### config.mk
export PLATFORM = sky130hd
export DESIGN_NAME = rf_write_arbiter
export DESIGN_NICKNAME = d
export VERILOG_FILES = /design/src/rtl/rf_arb_pkg.sv /design/src/rtl/rr_arbiter.sv /design/src/rtl/rf_write_arbiter.sv
export SDC_FILE = /design/constraint.sdc
export NUM_CORES = 1
export LEC_CHECK = 0
export ABC_AREA = 1
export BUFFER_PORTS_ARGS = -buffer_cell sky130_fd_sc_hd__buf_2
export CAP_MARGIN = 20
export CORE_MARGIN = 2
export CORE_UTILIZATION = 44
export CTS_BUF_LIST = sky130_fd_sc_hd__clkbuf_8
export DETAILED_ROUTE_END_ITERATION = 10
export GPL_TIMING_DRIVEN = 0
export MAX_ROUTING_LAYER = met4
export PLACE_DENSITY = 0.79
export SYNTH_ARGS = -nofsm -noshare
export SYNTH_HDL_FRONTEND = slang
export SYNTH_SLANG_ARGS = --single-unit
export TNS_END_PERCENT = 1
### constraint.sdc
create_clock -name clk -period 1.9 [get_ports clk]
set_clock_uncertainty 0.2 [all_clocks]
set_input_delay 0.475 -clock clk [delete_from_list [all_inputs] [get_ports clk]]
set_output_delay 0.475 -clock clk [all_outputs]
set_load 0.1 [all_outputs]
### src/rtl/rf_arb_pkg.sv
// -----------------------------------------------------------------------------
// rf_arb_pkg
// Shared constants for the register-file write arbiter:
//   - requester indices (execute, load, debug)
//   - default parameter values for NREQ / AW / DW
//   - width of the grant_id field
// -----------------------------------------------------------------------------
package rf_arb_pkg;

  // Requester slots on the shared write port
  localparam int REQ_EXEC = 0;
  localparam int REQ_LOAD = 1;
  localparam int REQ_DBG  = 2;

  // Default geometry
  localparam int RF_NREQ = 3;
  localparam int RF_AW   = 5;
  localparam int RF_DW   = 32;

  // Width of the registered grant index
  localparam int GID_W   = 2;

endpackage : rf_arb_pkg

### src/rtl/rr_arbiter.sv
// -----------------------------------------------------------------------------
// rr_arbiter
// Generic N-way round-robin arbiter, purely combinational.
// The search starts at ptr_i and wraps; the first valid requester wins.
//
// Ports:
//   valid_i [N-1:0]  request vector
//   ptr_i   [PW-1:0] index at which the search starts
//   grant_o [N-1:0]  one-hot grant (all zero when nothing is valid)
// -----------------------------------------------------------------------------
module rr_arbiter #(
  parameter int N  = 3,
  parameter int PW = (N > 1) ? $clog2(N) : 1
) (
  input  logic [N-1:0]  valid_i,
  input  logic [PW-1:0] ptr_i,
  output logic [N-1:0]  grant_o
);

  logic [N-1:0] mask;
  logic [N-1:0] req_hi;
  logic [N-1:0] gnt_hi;
  logic [N-1:0] gnt_all;

  // Requesters at or above the pointer get first pick
  for (genvar j = 0; j < N; j++) begin : g_mask
    assign mask[j] = (PW'(j) >= ptr_i);
  end

  assign req_hi  = valid_i & mask;

  // x & -x isolates the lowest set bit
  assign gnt_hi  = req_hi  & (~req_hi  + N'(1));
  assign gnt_all = valid_i & (~valid_i + N'(1));

  // Nothing at/above the pointer: wrap to the lowest valid index
  assign grant_o = (|req_hi) ? gnt_hi : gnt_all;

endmodule : rr_arbiter

### src/rtl/rf_write_arbiter.sv
// -----------------------------------------------------------------------------
// rf_write_arbiter
// Shares the single write port of the 32x32 integer register file between
// NREQ writeback sources (execute, load return, debug/NoC) and keeps a
// per-register pending-load scoreboard for decode hazard detection.
//
// Build option:
//   RF_ARB_RR_EN defined   -> round-robin arbitration (rr_arbiter instance,
//                             pointer register)
//   RF_ARB_RR_EN undefined -> fixed priority, lowest index wins; no pointer
//
// Ports:
//   clk, rst                 clock, synchronous active-high reset
//   req_valid/req_ready      per-requester handshake
//   req_addr/req_data        packed per-requester address/data
//   reg_write, wa,           registered write port to the register file
//   data_write, grant_id     (latency 1 from handshake)
//   sb_set, sb_addr          load-issue: mark register pending
//   chk_ra1, chk_ra2         decode source registers
//   hazard                   combinational: a source register is pending
//   busy_mask                scoreboard state
//   sb_err                   sticky: set issued to an already-busy register
// -----------------------------------------------------------------------------
module rf_write_arbiter
  import rf_arb_pkg::*;
#(
  parameter int NREQ   = RF_NREQ,
  parameter int AW     = RF_AW,
  parameter int DW     = RF_DW,
  parameter int SB_REQ = REQ_LOAD
) (
  input  logic                 clk,
  input  logic                 rst,
  input  logic [NREQ-1:0]      req_valid,
  output logic [NREQ-1:0]      req_ready,
  input  logic [NREQ*AW-1:0]   req_addr,
  input  logic [NREQ*DW-1:0]   req_data,
  output logic                 reg_write,
  output logic [AW-1:0]        wa,
  output logic [DW-1:0]        data_write,
  output logic [GID_W-1:0]     grant_id,
  input  logic                 sb_set,
  input  logic [AW-1:0]        sb_addr,
  input  logic [AW-1:0]        chk_ra1,
  input  logic [AW-1:0]        chk_ra2,
  output logic                 hazard,
  output logic [(1<<AW)-1:0]   busy_mask,
  output logic                 sb_err
);

  localparam int NREG = 1 << AW;

  logic [NREQ-1:0]  grant;
  logic             hs;
  logic [GID_W-1:0] win_idx;
  logic [AW-1:0]    hs_addr;
  logic [DW-1:0]    hs_data;

  logic             reg_write_d, reg_write_q;
  logic [AW-1:0]    wa_d,        wa_q;
  logic [DW-1:0]    data_d,      data_q;
  logic [GID_W-1:0] gid_d,       gid_q;
  logic [NREG-1:0]  busy_d,      busy_q;
  logic             sb_err_d,    sb_err_q;

  // ---------------------------------------------------------------------------
  // Arbitration
  // ---------------------------------------------------------------------------
`ifdef RF_ARB_RR_EN
  localparam int PTR_W = (NREQ > 1) ? $clog2(NREQ) : 1;

  logic [PTR_W-1:0] ptr_d, ptr_q;

  rr_arbiter #(
    .N  (NREQ),
    .PW (PTR_W)
  ) u_rr (
    .valid_i (req_valid),
    .ptr_i   (ptr_q),
    .grant_o (grant)
  );

  // Pointer moves past the winner; holds when nothing transfers
  always_comb begin
    ptr_d = ptr_q;
    if (hs) begin
      if (win_idx == GID_W'(NREQ - 1)) ptr_d = '0;
      else                             ptr_d = PTR_W'(win_idx) + PTR_W'(1);
    end
  end

  always_ff @(posedge clk) begin
    if (rst) ptr_q <= '0;
    else     ptr_q <= ptr_d;
  end
`else
  // Fixed priority: lowest set bit of the valid vector
  assign grant = req_valid & (~req_valid + NREQ'(1));
`endif

  assign req_ready = grant;
  assign hs        = |grant;

  // One-hot grant -> index, address and data of the winner
  always_comb begin
    win_idx = '0;
    hs_addr = '0;
    hs_data = '0;
    for (int i = 0; i < NREQ; i++) begin
      if (grant[i]) begin
        win_idx = GID_W'(i);
        hs_addr = req_addr[i*AW +: AW];
        hs_data = req_data[i*DW +: DW];
      end
    end
  end

  // ---------------------------------------------------------------------------
  // Output stage next-state
  // ---------------------------------------------------------------------------
  always_comb begin
    wa_d   = wa_q;
    data_d = data_q;
    gid_d  = gid_q;
    // Writes to x0 are accepted but never reach the register file
    reg_write_d = hs && (hs_addr != '0);
    if (hs) begin
      wa_d   = hs_addr;
      data_d = hs_data;
      gid_d  = win_idx;
    end
  end

  // ---------------------------------------------------------------------------
  // Scoreboard next-state
  // ---------------------------------------------------------------------------
  logic sb_clr;
  logic sb_do_set;

  assign sb_clr    = hs && (win_idx == GID_W'(SB_REQ)) && (hs_addr != '0);
  assign sb_do_set = sb_set && (sb_addr != '0);

  always_comb begin
    busy_d   = busy_q;
    sb_err_d = sb_err_q;
    // Clear first, then set, so a same-address set overrides the clear
    if (sb_clr)    busy_d[hs_addr] = 1'b0;
    if (sb_do_set) busy_d[sb_addr] = 1'b1;
    // A bit being retired in this same cycle is not a double-issue
    if (sb_do_set && busy_q[sb_addr] && !(sb_clr && (hs_addr == sb_addr)))
      sb_err_d = 1'b1;
  end

  // ---------------------------------------------------------------------------
  // Registers
  // ---------------------------------------------------------------------------
  always_ff @(posedge clk) begin
    if (rst) begin
      reg_write_q <= 1'b0;
      wa_q        <= '0;
      data_q      <= '0;
      gid_q       <= '0;
      busy_q      <= '0;
      sb_err_q    <= 1'b0;
    end else begin
      reg_write_q <= reg_write_d;
      wa_q        <= wa_d;
      data_q      <= data_d;
      gid_q       <= gid_d;
      busy_q      <= busy_d;
      sb_err_q    <= sb_err_d;
    end
  end

  assign reg_write  = reg_write_q;
  assign wa         = wa_q;
  assign data_write = data_q;
  assign grant_id   = gid_q;
  assign busy_mask  = busy_q;
  assign sb_err     = sb_err_q;

  // x0 is never set in busy_q, so no explicit x0 exclusion is needed here
  assign hazard = busy_q[chk_ra1] | busy_q[chk_ra2];

endmodule : rf_write_arbiter

==> flow_metrics.py <==
metrics = {
    "critical_path": {
        "end_kind": "output port",
        "r2r_cells": 13,
        "worstPathMaxFanout": 8,
        "path_class": "in2out",
        "start_kind": "primary input",
        "reg2reg_to": "sb_err",
        "cp.required_ps": 1220,
        "r2r-start": "busy_mask[6]",
        "cp.arrival_ps": 1720,
        "r2r_slack_ps": 340,
    },
    "die": {
        "dieArea_um2": 11100,
        "start_util_pct": 45.8,
        "fp.dieH_um": 105,
        "core_um2": 9860,
        "io_pins": 209,
        "rows": 36,
        "die_w_um": 105,
    },
    "routing": {
        "firstDrtPassIters": 7,
        "dr.first_iter.drc_count": 415,
        "drc": 0,
        "vias_per_cell": 5.40,
        "wl_per_cell_um": 15.7,
        "routed_wl_um": 17400,
        "dr_total_vias": 5981,
        "ant_nets": 0,
    },
    "clock_tree": {
        "hold_buffers": 0,
        "cts_tree": "yes",
        "cts-root-buf": "clkbuf_8",
        "numCtsBuffers": 9,
        "cts_buffer_depth": 2,
        "clock_latency_ps": 350,
        "path_clk_slew_ps": 70,
        "cts.sinks": 73,
        "cts_max_level": 3,
    },
    "cells_and_area": {
        "nFillCells": 981,
        "syn_to_final_growth_pct": 39.5,
        "final_design_area_no_fill_um2": 6300,
        "finalNetCount": 1100,
        "layout-drive-gt1-share_pct": 33.1,
    },
    "global_routing": {
        "grt_usage_pct": 31.9,
        "grt_start_max_net_pins": 13,
        "grt_antenna_before_repair": 1,
        "grt_pass1_wl_um": 27700,
        "grt_pass1_vias": 5847,
        "grt.overflow.total": 0,
    },
    "timing": {
        "max_freq_mhz": 418,
        "fin_crit_ps": 2390,
        "drv_slew": 0,
        "rsz0062_at_grt": "true",
        "setup-tns-final_ps": -897,
        "worst_pin_slew_ps": 740,
        "finalHoldViolations": 0,
        "period_share_pct": 126,
        "maxSlewHeadroom_pct": 50.5,
        "setup_viol": 7,
        "setup_slack_ps": -493,
    },
    "synth": {
        "synth-edff-count": 0,
        "async_flop_share_pct": 0,
        "synth_area_per_cell_um2": 6.07,
        "ys_warn_count": 0,
        "synthDistinctLibCells": 31,
        "synth.area.top_cells": "dfxtp_1, nand2_1, o21ai_0",
        "synth_top_area_cell": "dfxtp_1",
        "yosysSeqAreaShare_pct": 32.3,
        "yosysTopAreaCellShare_pct": 32.3,
        "syn_area_um2": 4520,
        "synth_ff_type": "dfxtp_1",
        "synth_commonest_cells": "nand2_1, dfxtp_1, inv_1, nor2_1, o21ai_0",
        "synth_seq_cells": 73,
        "synthCells": 745,
        "synth_nets": 877,
        "synth.most_common_cell": "nand2_1",
    },
    "run": {
        "drv_cap": 0,
    },
    "min_path": {
        "min-delay-path-class": "in2reg",
        "hold_end": "data_write[7]",
        "min_from": "req_data[71]",
        "hold_depth": 3,
    },
    "placed_design": {
        "io_buffers": 207,
        "place_area_um2": 5870,
        "place_congestion": 0.984,
        "pre_cts_ws_ps": -869,
        "dpl.hpwl_um": 13300,
    },
    "outcome": {
        "status": "finished, violations left",
        "violations": "negative setup slack",
    },
    "pwr": {
        "leakage_nw": 3.08,
        "power_density_nw_per_um2": 653,
        "irDropWorstVdd_mv": 0.503,
        "finalPower_mw": 4.11,
    },
}
sequential cells by signal, indices dropped and copies added (netlist names):
signal and cells:
data_write 32, reg_write 1, busy_mask 32, sb_err 1, wa 5, grant_id 2
worst max path at each step:
stage               startpoint     end  slack [ps]  cells past startpoint
floorplan           chk_ra2[0]  hazard        -240                      8
global placement    chk_ra2[0]  hazard        -860                     10
detailed placement  chk_ra2[0]  hazard        -870                     10
CTS                 chk_ra2[0]  hazard        -450                     10
global route        chk_ra2[0]  hazard        -580                     10
finish              chk_ra2[0]  hazard        -490                     10
critical path: stages:
cell and delay [ps]:
buf_12 90, clkinvlp_4 150, o21ai_0 260, o22ai_2 140, nand2_1 80, nand2_1 50, o2bb2ai_1 110, nand2_1 100
nand3_4 80, buf_12 170
placed cells by master (no fill, tap or decap), types with 10 or more instances in the layout:
cell	n
a21oi_1	39
a41o_1	12
a41oi_1	19
buf_2	200
clkbuf_1	17
clkbuf_8	16
dfxtp_1	41
dfxtp_4	24
inv_1	58
nand2_1	294
nand2_2	10
nand3_1	28
nor2_1	53
o21ai_0	43
o21ai_1	18
logic make-up after synthesis:
family / count (synthesis) / synth area share [%]
AOI/OAI and AO/OA: 159 / 22.1
buffers and inverters: 104 / 9.08
DFF: 73 / 32.3
and+or+nand+nor: 409 / 36.5
final cells by class:
cell class	count	area, um2	area share [%]
diodes	1	2.50	0.0397
plain buffers	34	224	3.55
clock buffers	10	138	2.18
clock inverters	6	33.8	0.536
inverters	70	274	4.35
multi-input cells	568	2750	43.6
flip-flops and latches	73	1560	24.8
well taps	133	166	2.64
repair buffers	212	1150	18.3
repair_timing:
action	in CTS	in global routing
resized for setup	58	22
setup buffers	3	0
pin swaps	14	1
endpoints found under the setup margin	43	56
gates cloned	2	0
metal layers:
metal	track usage [%]	vias to the layer above	wire, um
met3	5.75	59	1710
met2	53.6	365	8400
met1	36.3	2672	6580
met4	16.3	0	672
li1	-	2885	-
met5	-	-	0
where the power goes:
part	switching [mW]	internal (mW)
Sequential	0.0434	1.57
Combinational	1.04	0.362
Clock	0.601	0.501
Total	1.68	2.43
per-stage QoR:
step | std cells | utilization (%) | hold slack, ps
after floorplan | 745 | - | 409
after global placement | 1085 | 59.5 | 236
after detailed placement | 1085 | 59.5 | 258
after CTS | 1106 | 63.4 | 215
after global routing | 1107 | 63.9 | 206
final | 1107 | 63.9 | 224
(Power assumes the default switching activity.)
